### src/rtl/bp_pkg.sv
// Shared types for the branch-predictor table port scheduler.
// The default table geometry lives here; bp_port_sched may be built narrower via its IDX_W parameter.
package bp_pkg;

    localparam int BP_IDX_W = 10;

    typedef struct packed {
        logic [BP_IDX_W-1:0] idx;
        logic                taken;
    } bp_upd_t;

    typedef enum logic [0:0] {
        SCHED_INIT = 1'b0,
        SCHED_RUN  = 1'b1
    } sched_state_e;

endpackage

### src/rtl/bp_port_sched_if.sv
// Request/grant and table-port bundle between fetch/retire (master) and bp_port_sched (slave).
interface bp_port_sched_if #(
    parameter int IDX_W = bp_pkg::BP_IDX_W
);

    logic             lookup_valid_i;
    logic [IDX_W-1:0] lookup_idx_i;
    logic             lookup_grant_o;

    logic             upd_valid_i;
    logic [IDX_W-1:0] upd_idx_i;
    logic             upd_taken_i;
    logic             upd_ready_o;

    logic             tbl_en_o;
    logic             tbl_we_o;
    logic             tbl_init_o;
    logic [IDX_W-1:0] tbl_idx_o;
    logic             tbl_taken_o;
    logic             init_busy_o;

    modport master (
        output lookup_valid_i, lookup_idx_i,
        output upd_valid_i, upd_idx_i, upd_taken_i,
        input  lookup_grant_o, upd_ready_o,
        input  tbl_en_o, tbl_we_o, tbl_init_o, tbl_idx_o, tbl_taken_o,
        input  init_busy_o
    );

    modport slave (
        input  lookup_valid_i, lookup_idx_i,
        input  upd_valid_i, upd_idx_i, upd_taken_i,
        output lookup_grant_o, upd_ready_o,
        output tbl_en_o, tbl_we_o, tbl_init_o, tbl_idx_o, tbl_taken_o,
        output init_busy_o
    );

endinterface

### src/rtl/bp_upd_fifo.sv
// Small synchronous FIFO holding resolved-branch updates until the table port is free.
// Pointers carry one extra wrap bit so full and empty are distinguishable without a counter.
module bp_upd_fifo #(
    parameter int DATA_W = bp_pkg::BP_IDX_W + 1,
    parameter int QDEPTH = 4
) (
    input  logic              clk_i,
    input  logic              rst_i,
    input  logic              push,
    input  logic [DATA_W-1:0] wdata,
    input  logic              pop,
    output logic [DATA_W-1:0] head,
    output logic              full,
    output logic              empty
);

    localparam int PTR_W = $clog2(QDEPTH);

    logic [DATA_W-1:0] mem [QDEPTH];
    logic [PTR_W:0]    wr_ptr;
    logic [PTR_W:0]    rd_ptr;
    logic              do_push;
    logic              do_pop;

    assign full  = (wr_ptr[PTR_W] != rd_ptr[PTR_W]) &&
                   (wr_ptr[PTR_W-1:0] == rd_ptr[PTR_W-1:0]);
    assign empty = (wr_ptr == rd_ptr);

    // A push while full is refused even when the head leaves in the same cycle.
    assign do_push = push && !full;
    assign do_pop  = pop && !empty;
    assign head    = mem[rd_ptr[PTR_W-1:0]];

    always_ff @(posedge clk_i) begin
        if (rst_i) begin
            wr_ptr <= '0;
            rd_ptr <= '0;
        end else begin
            if (do_push) wr_ptr <= wr_ptr + 1'b1;
            if (do_pop)  rd_ptr <= rd_ptr + 1'b1;
        end
    end

    always_ff @(posedge clk_i) begin
        if (do_push) mem[wr_ptr[PTR_W-1:0]] <= wdata;
    end

endmodule

### src/rtl/bp_port_sched.sv
// Single-port arbiter for the bht/tage tables: init sweep after reset, then lookups vs queued updates.
// Optional starvation guard for queued updates is enabled by defining BP_STARVE_GUARD_EN.
module bp_port_sched
    import bp_pkg::*;
#(
    parameter int IDX_W      = BP_IDX_W,
    parameter int QDEPTH     = 4,
    parameter int STARVE_MAX = 8
) (
    input  logic               clk_i,
    input  logic               rst_i,
    bp_port_sched_if.slave     bus
);

    localparam logic [0:0] ST_INIT = 1'(SCHED_INIT);
    localparam logic [0:0] ST_RUN  = 1'(SCHED_RUN);

    typedef struct packed {
        logic [IDX_W-1:0] idx;
        logic             taken;
    } upd_t;

    logic [0:0]       state;
    logic [IDX_W-1:0] sweep_cnt;

    upd_t             push_data;
    upd_t             head;
    logic             fifo_full;
    logic             fifo_empty;
    logic             push;
    logic             pop;
    logic             force_pop;

    assign push_data = '{idx: bus.upd_idx_i, taken: bus.upd_taken_i};

    bp_upd_fifo #(
        .DATA_W ($bits(upd_t)),
        .QDEPTH (QDEPTH)
    ) u_fifo (
        .clk_i (clk_i),
        .rst_i (rst_i),
        .push  (push),
        .wdata (push_data),
        .pop   (pop),
        .head  (head),
        .full  (fifo_full),
        .empty (fifo_empty)
    );

    // Sweep writes every entry once; the all-ones index is the final init cycle.
    always_ff @(posedge clk_i) begin
        if (rst_i) begin
            state     <= ST_INIT;
            sweep_cnt <= '0;
        end else if (state == ST_INIT) begin
            if (sweep_cnt == '1) begin
                state <= ST_RUN;
            end else begin
                sweep_cnt <= sweep_cnt + 1'b1;
            end
        end
    end

`ifdef BP_STARVE_GUARD_EN
    localparam int SC_W = $clog2(STARVE_MAX + 1);

    logic [SC_W-1:0] starve_cnt;

    assign force_pop = (starve_cnt == SC_W'(STARVE_MAX));

    // Counts cycles the head has waited behind lookups; any pop or an empty queue restarts it.
    always_ff @(posedge clk_i) begin
        if (rst_i) begin
            starve_cnt <= '0;
        end else if ((state == ST_RUN) && !fifo_empty && !pop) begin
            if (!force_pop) starve_cnt <= starve_cnt + 1'b1;
        end else begin
            starve_cnt <= '0;
        end
    end
`else
    // No guard: lookups always take the port; the comparison is constant-false.
    assign force_pop = (STARVE_MAX < 0);
`endif

    always_comb begin
        bus.lookup_grant_o = 1'b0;
        bus.upd_ready_o    = 1'b0;
        bus.tbl_en_o       = 1'b0;
        bus.tbl_we_o       = 1'b0;
        bus.tbl_init_o     = 1'b0;
        bus.tbl_idx_o      = '0;
        bus.tbl_taken_o    = 1'b0;
        bus.init_busy_o    = (state == ST_INIT);
        push               = 1'b0;
        pop                = 1'b0;

        if (state == ST_INIT) begin
            bus.tbl_en_o   = 1'b1;
            bus.tbl_we_o   = 1'b1;
            bus.tbl_init_o = 1'b1;
            bus.tbl_idx_o  = sweep_cnt;
        end else begin
            bus.upd_ready_o = !fifo_full;
            push            = bus.upd_valid_i && !fifo_full;

            // Queued updates take the port on lookup-free cycles or when starved.
            if (!fifo_empty && (!bus.lookup_valid_i || force_pop)) begin
                pop             = 1'b1;
                bus.tbl_en_o    = 1'b1;
                bus.tbl_we_o    = 1'b1;
                bus.tbl_idx_o   = head.idx;
                bus.tbl_taken_o = head.taken;
            end else if (bus.lookup_valid_i) begin
                bus.lookup_grant_o = 1'b1;
                bus.tbl_en_o       = 1'b1;
                bus.tbl_idx_o      = bus.lookup_idx_i;
            end
        end
    end

endmodule
### src/flat_wrapper.sv
// flat-port wrapper written by rule: the top's interface ports become plain ports
module bp_port_sched_flat import bp_pkg::*;
#(
    parameter int IDX_W      = BP_IDX_W,
    parameter int QDEPTH     = 4,
    parameter int STARVE_MAX = 8
)
  (clk_i, rst_i, bus_lookup_valid_i, bus_lookup_idx_i, bus_upd_valid_i, bus_upd_idx_i, bus_upd_taken_i, bus_lookup_grant_o, bus_upd_ready_o, bus_tbl_en_o, bus_tbl_we_o, bus_tbl_init_o, bus_tbl_idx_o, bus_tbl_taken_o, bus_init_busy_o);
  bp_port_sched_if #(.IDX_W(IDX_W)) bus_i ();
  input  logic clk_i;
  input  logic rst_i;
  input wire logic [$bits(bus_i.lookup_valid_i)-1:0] bus_lookup_valid_i;
  input wire logic [$bits(bus_i.lookup_idx_i)-1:0] bus_lookup_idx_i;
  input wire logic [$bits(bus_i.upd_valid_i)-1:0] bus_upd_valid_i;
  input wire logic [$bits(bus_i.upd_idx_i)-1:0] bus_upd_idx_i;
  input wire logic [$bits(bus_i.upd_taken_i)-1:0] bus_upd_taken_i;
  output wire logic [$bits(bus_i.lookup_grant_o)-1:0] bus_lookup_grant_o;
  output wire logic [$bits(bus_i.upd_ready_o)-1:0] bus_upd_ready_o;
  output wire logic [$bits(bus_i.tbl_en_o)-1:0] bus_tbl_en_o;
  output wire logic [$bits(bus_i.tbl_we_o)-1:0] bus_tbl_we_o;
  output wire logic [$bits(bus_i.tbl_init_o)-1:0] bus_tbl_init_o;
  output wire logic [$bits(bus_i.tbl_idx_o)-1:0] bus_tbl_idx_o;
  output wire logic [$bits(bus_i.tbl_taken_o)-1:0] bus_tbl_taken_o;
  output wire logic [$bits(bus_i.init_busy_o)-1:0] bus_init_busy_o;
  assign bus_i.lookup_valid_i = bus_lookup_valid_i;
  assign bus_i.lookup_idx_i = bus_lookup_idx_i;
  assign bus_i.upd_valid_i = bus_upd_valid_i;
  assign bus_i.upd_idx_i = bus_upd_idx_i;
  assign bus_i.upd_taken_i = bus_upd_taken_i;
  assign bus_lookup_grant_o = bus_i.lookup_grant_o;
  assign bus_upd_ready_o = bus_i.upd_ready_o;
  assign bus_tbl_en_o = bus_i.tbl_en_o;
  assign bus_tbl_we_o = bus_i.tbl_we_o;
  assign bus_tbl_init_o = bus_i.tbl_init_o;
  assign bus_tbl_idx_o = bus_i.tbl_idx_o;
  assign bus_tbl_taken_o = bus_i.tbl_taken_o;
  assign bus_init_busy_o = bus_i.init_busy_o;
  bp_port_sched #(.IDX_W(IDX_W), .QDEPTH(QDEPTH), .STARVE_MAX(STARVE_MAX)) u_core (.clk_i(clk_i), .rst_i(rst_i), .bus(bus_i));
endmodule
### config.mk
export PLATFORM = sky130hd
export DESIGN_NAME = bp_port_sched_flat
export DESIGN_NICKNAME = d
export VERILOG_FILES = /design/src/rtl/bp_pkg.sv /design/src/rtl/bp_port_sched_if.sv /design/src/rtl/bp_upd_fifo.sv /design/src/rtl/bp_port_sched.sv /design/src/flat_wrapper.sv
export SDC_FILE = /design/constraint.sdc
export NUM_CORES = 1
export LEC_CHECK = 0
export CORE_UTILIZATION = 48
export DETAILED_ROUTE_END_ITERATION = 6
export MAX_ROUTING_LAYER = met4
export PLACE_DENSITY = 0.74
export SKIP_CTS_REPAIR_TIMING = 1
export SLEW_MARGIN = 40
export SYNTH_ARGS = -nofsm -noshare
export SYNTH_HDL_FRONTEND = slang
export SYNTH_SLANG_ARGS = --single-unit
export TNS_END_PERCENT = 30
### constraint.sdc
create_clock -name clk_i -period 1.7 [get_ports clk_i]
set_input_delay 0.255 -clock clk_i [delete_from_list [all_inputs] [get_ports clk_i]]
set_output_delay 0.255 -clock clk_i [all_outputs]
set_load 0.01 [all_outputs]
# Word level (Yosys, flattened, before mapping)
# Memory sizes are Yosys's and may differ from the RTL's. A register that Yosys moved wholly into a read port is not among the register bits.
# Cells that the tools add are included.
[word_totals] register_bits=17 ramBits=44 output_inout_bits=17 mem_count=1
[memory_table] name="u_core.u_fifo.mem" words=4 width=11 rd=1 rd_clocked_by_memory_dff=1 wr=1 line="bp_upd_fifo.sv:19" source="logic [DATA_W-1:0] mem [QDEPTH];"
[op_classes] addsub=3 eq_ne=4 n_mux=22 bitwise=2 reduce_logical=9
[op_table] op="two-way mux 10 bit" n=3
[op_table] op="two-way mux 1 bit" n=17
[op_table] op="adder 10 x 1 -> 10 bit (second input constant)" n=1
[op_table] op="equality test 10 bit (second input constant)" n=1
[op_table] op="adder 3 x 1 -> 3 bit (second input constant)" n=2
[op_table] op="logical AND 1 bit" n=5
[op_table] op="two-way mux 2 bit" n=2
[op_table] op="equality test 3 bit" n=1
[op_table] op="logical NOT 1 bit" n=3
[op_table] op="equality test 2 bit" n=1
[op_table] op="inverter 1 bit" n=2
[op_table] op="AND reduction 2 bit" n=1
[op_table] op="inequality test 1 bit" n=1

# Depth between registers and ports, before layout
[logic_depth] ltp_word=8 depth_mapped=5 ltp_nobuf=5

# By module
# A second synthesis with hierarchy kept.
[unflattened] hier_cells=241 hier_area_um2=3056.7
[by_module_without_submodules] mod="bp_upd_fifo" instances=1 cells_each=125 area_per_inst_um2=2159.6 seq_area_each_um2=1481.4
[by_module_without_submodules] mod="bp_port_sched" instances=1 cells_each=116 area_per_inst_um2=897.1 seq_area_each_um2=220.2

# Worst setup path after synthesis
# Ideal clock, no wire load.
[synth_timing] kind="reg2out" startpoint="reg (tool-made name)" endpoint="out bus_tbl_idx_o[0]" arrival_time_ns=1.506 path_slack_ns=-0.061 stages_incl_launch_ff=5 path_buffers=1 cell_sequence="dfxtp_1 buf_2 mux4_2 a221oi_1 nor2_1"
[synth_rtl] item="end: declaration" line="flat_wrapper.sv:22" source="output wire logic [$bits(bus_i.tbl_idx_o)-1:0] bus_tbl_idx_o;"

==> summary.txt <==
Status -> finished with violations
Slew @ Worst Pin -> 0.585 ns
Worst-case clock buffer depth -> 2
Max-cap viol count -> 0
Tmin final -> 2.08 ns
Die W -> 77.9 µm
Cell area after synthesis -> 0.00276 mm²
First-pass GRT wire length -> 9230 µm
Number of synthesized flops with an enable pin -> 44
DP Worst Slack -> -0.452 ns
Port bufs -> 41
WS Path Type -> reg2out
Asr flop ratio synth -> 0
Largest net degree at the start of global routing -> 17
Reg2reg end -> u_core.u_fifo.rd_ptr[1]
DP HPWL -> 4010 µm
Post-layout nets -> 304
Reg2Reg Depth -> 7
Setup WS post-layout -> -0.377 ns
Gpl congestion -> 0.864
DP Area -> 0.00350 mm²
CP Max Fanout -> 5
Hold Path Class -> in2reg
Number of diodes -> 0
Main flop type after synthesis -> edfxtp_1
Worst VDD drop -> 0.829 mV
IO Pins -> 42
Internal power -> 2.56 mW
Initial Utilization -> 0.499
# rows -> 27
Fmax -> 482 MHz
Top post-synthesis cells by count -> 44 x edfxtp_1, 34 x nor2_1, 19 x dfxtp_1
Post-layout total power -> 3.24 mW
Yosys top cell area share -> 0.478
Clock root cell -> clkbuf_8
Switching power -> 0.680 mW
Critical path required time -> 1.44 ns
Pleak -> 1.44 nW
Die ar. -> 0.00607 mm²
DR DRC count -> 0
Fin. Hold Viols -> 0
Fillers -> 366
Seq cells post-synth -> 63
Final instance area -> 0.00386 mm²
Comb pwr share -> 0.039
Cell with the most instances after synthesis -> edfxtp_1
# clock sinks -> 63
CTS tree -> yes
Num CTS Buffers -> 9
# setup viols final -> 13
Non-Filler Instances -> 350
Crit end category -> output port
Critical R2R Launch -> u_core.u_fifo.rd_ptr[1]
Clock network latency to the later pin of the worst-skew pair -> 0.35 ns
Critical path arrival -> 1.82 ns
Count of cell types in the netlist -> 39
Dominant cells by area after synthesis -> edfxtp_1 48%, dfxtp_1 14%, mux4_2 9.0%
Starting DRT DRC Count -> 102
CORE AREA -> 0.00554 mm²
Clock share of power -> 0.452
Die Ht -> 77.9 µm
Syn_nets -> 229
Syn-to-layout area delta -> 39.8%
Initial antenna violation count -> 0
Gr usage total -> 0.217
Htree depth -> 3
Post-Route WL -> 5910 µm
CP max stage cell -> mux4_2
Drt pass-1 iters -> 4
Switching share of power -> 0.210
Drt wl/cell -> 16.9 µm
Setup crit start kind -> flip-flop
Relative slew slack -> 0.609
Layout cells sized above 1 -> 0.349
Yosys top cell by area -> edfxtp_1
Slowest stage delay, CP -> 0.51 ns
Vias in the first global route -> 1,877
Routed Antenna Nets -> 0
Drt via density -> 5.45
Hold path start -> bus_lookup_valid_i
Via count -> 1,908
Ys Warns -> 0
Max-slew violations -> 0
Inst Count DP -> 328
Clk slew on worst S/H paths -> 0.08 ns
Unrepaired setup endpoints after global routing -> yes
Max Clock Skew -> 0.00860 ns
Sequential area share after synthesis -> 0.616
Failing checks -> setup timing
Reg2reg setup slack -> 0.06 ns
Worst Setup EP -> bus_tbl_idx_o[9]
Cells after Synth -> 198
TNS Setup -> -4.19 ns
Tcrit/Tclk final -> 1.22
CP Cell Sequence -> buf_6 > mux4_2 > a221oi_2 > nor2_1 > dlymetal6s2s_1
PwrDens -> 837 mW/mm²
Total gr overflow -> 0
Sequential share of power -> 0.510
Avg Synthesized Cell Area -> 14.0 µm²
-- layout make-up --
class                      instances  area (µm²)  share of cell area
multi-input combinational        121        1120               0.289
sequential                        63        1710               0.441
tap                               72        90.1              0.0233
timing repair buffer              74         708               0.183
clock inverter                     7         104              0.0269
clock buffer                       9         124              0.0321
inverter                           4        15.0             0.00389
-- cell families (layout without fill, tap and decap cells) --
| group | Yosys count | count (layout) | share of synthesized area |
|---|---|---|---|
| flops | 63 | 63 | 0.616 |
| fa+ha+maj | 6 | 6 | 0.0272 |
| mux | 15 | 15 | 0.104 |
| simple gates | 61 | 61 | 0.106 |
| buf+inv | 14 | 94 | 0.0213 |
| xor+xnor | 11 | 11 | 0.0403 |
| compound gates | 28 | 28 | 0.0851 |
-- worst max-delay path, delay by kind of cell, from the launching register on --
family                 cells  cell delay [ns]
AND/OR/NAND/NOR            1             0.06
buffers and inverters      2             0.31
flip-flops                 1             0.35
AO/OA/AOI/OAI              1             0.26
multiplexers               1             0.51
-- state kept, by name, summed over array words and instances, names as in the netlist, named ones only --
register	flops
u_core.state	1
u_core.sweep_cnt	10
u_core.u_fifo.mem	44
u_core.u_fifo.rd_ptr	3
u_core.u_fifo.wr_ptr	3
-- power by group through the flow --
| stage | clock network [mW] | registers [mW] | logic (mW) |
|---|---|---|---|
| detailed placement | 0 | 1.68 | 0.123 |
| CTS | 1.49 | 1.65 | 0.124 |
| finish | 1.46 | 1.65 | 0.125 |
| global placement | 0 | 1.68 | 0.120 |
| global route | 1.55 | 1.65 | 0.134 |
| floorplan | 0 | 1.68 | 0.0290 |
-- per-stage QoR --
step                      hold slack (ns)   util
after floorplan                     0.354      -
after global placement              0.502  0.631
after detailed placement            0.513  0.631
after CTS                           0.528  0.673
after global routing                0.533  0.697
final                               0.515  0.697
-- per-layer routing --
metal	vias up	part of all wire	track usage
met5	-	0	-
met4	0	0.015	0.0792
met3	12	0.048	0.0741
met2	60	0.51	0.358
met1	928	0.42	0.243
li1	908	-	-
-- worst min path at each step --
stage                         endpoint  slack [ns]  depth (start not counted)
5_1_grt        u_core.u_fifo.rd_ptr[2]        0.53                          5
3_3_place_gp       u_core.sweep_cnt[5]        0.50                          1
4_1_cts            u_core.sweep_cnt[9]        0.53                          2
6_report       u_core.u_fifo.rd_ptr[2]        0.51                          5
2_1_floorplan  u_core.u_fifo.mem[0][0]        0.35                          0
3_5_place_dp       u_core.sweep_cnt[9]        0.51                          2
-- placed cells by master (no fill, tap or decap), drive strengths merged, types with 2 or more instances in the layout --
master         netlist  layout
and2                 6       6
edfxtp              44      44
nand3                3       3
nand4                2       2
xnor2                9       9
a31oi                6       6
dlymetal6s2s         0       5
clkdlybuf4s50        0      23
a221oi              10      10
xor2                 2       2
mux2i                4       4
and3                 2       2
a21oi                4       4
ha                   6       6
buf                  4      34
nand2                5       5
clkbuf               6      21
nor2                34      34
mux4                11      11
clkinv               0       3
a211oi               2       2
a311oi               2       2
bufinv               0       2
inv                  4       6
dfxtp               19      19
Note: power is estimated with default switching activity, not from simulation.
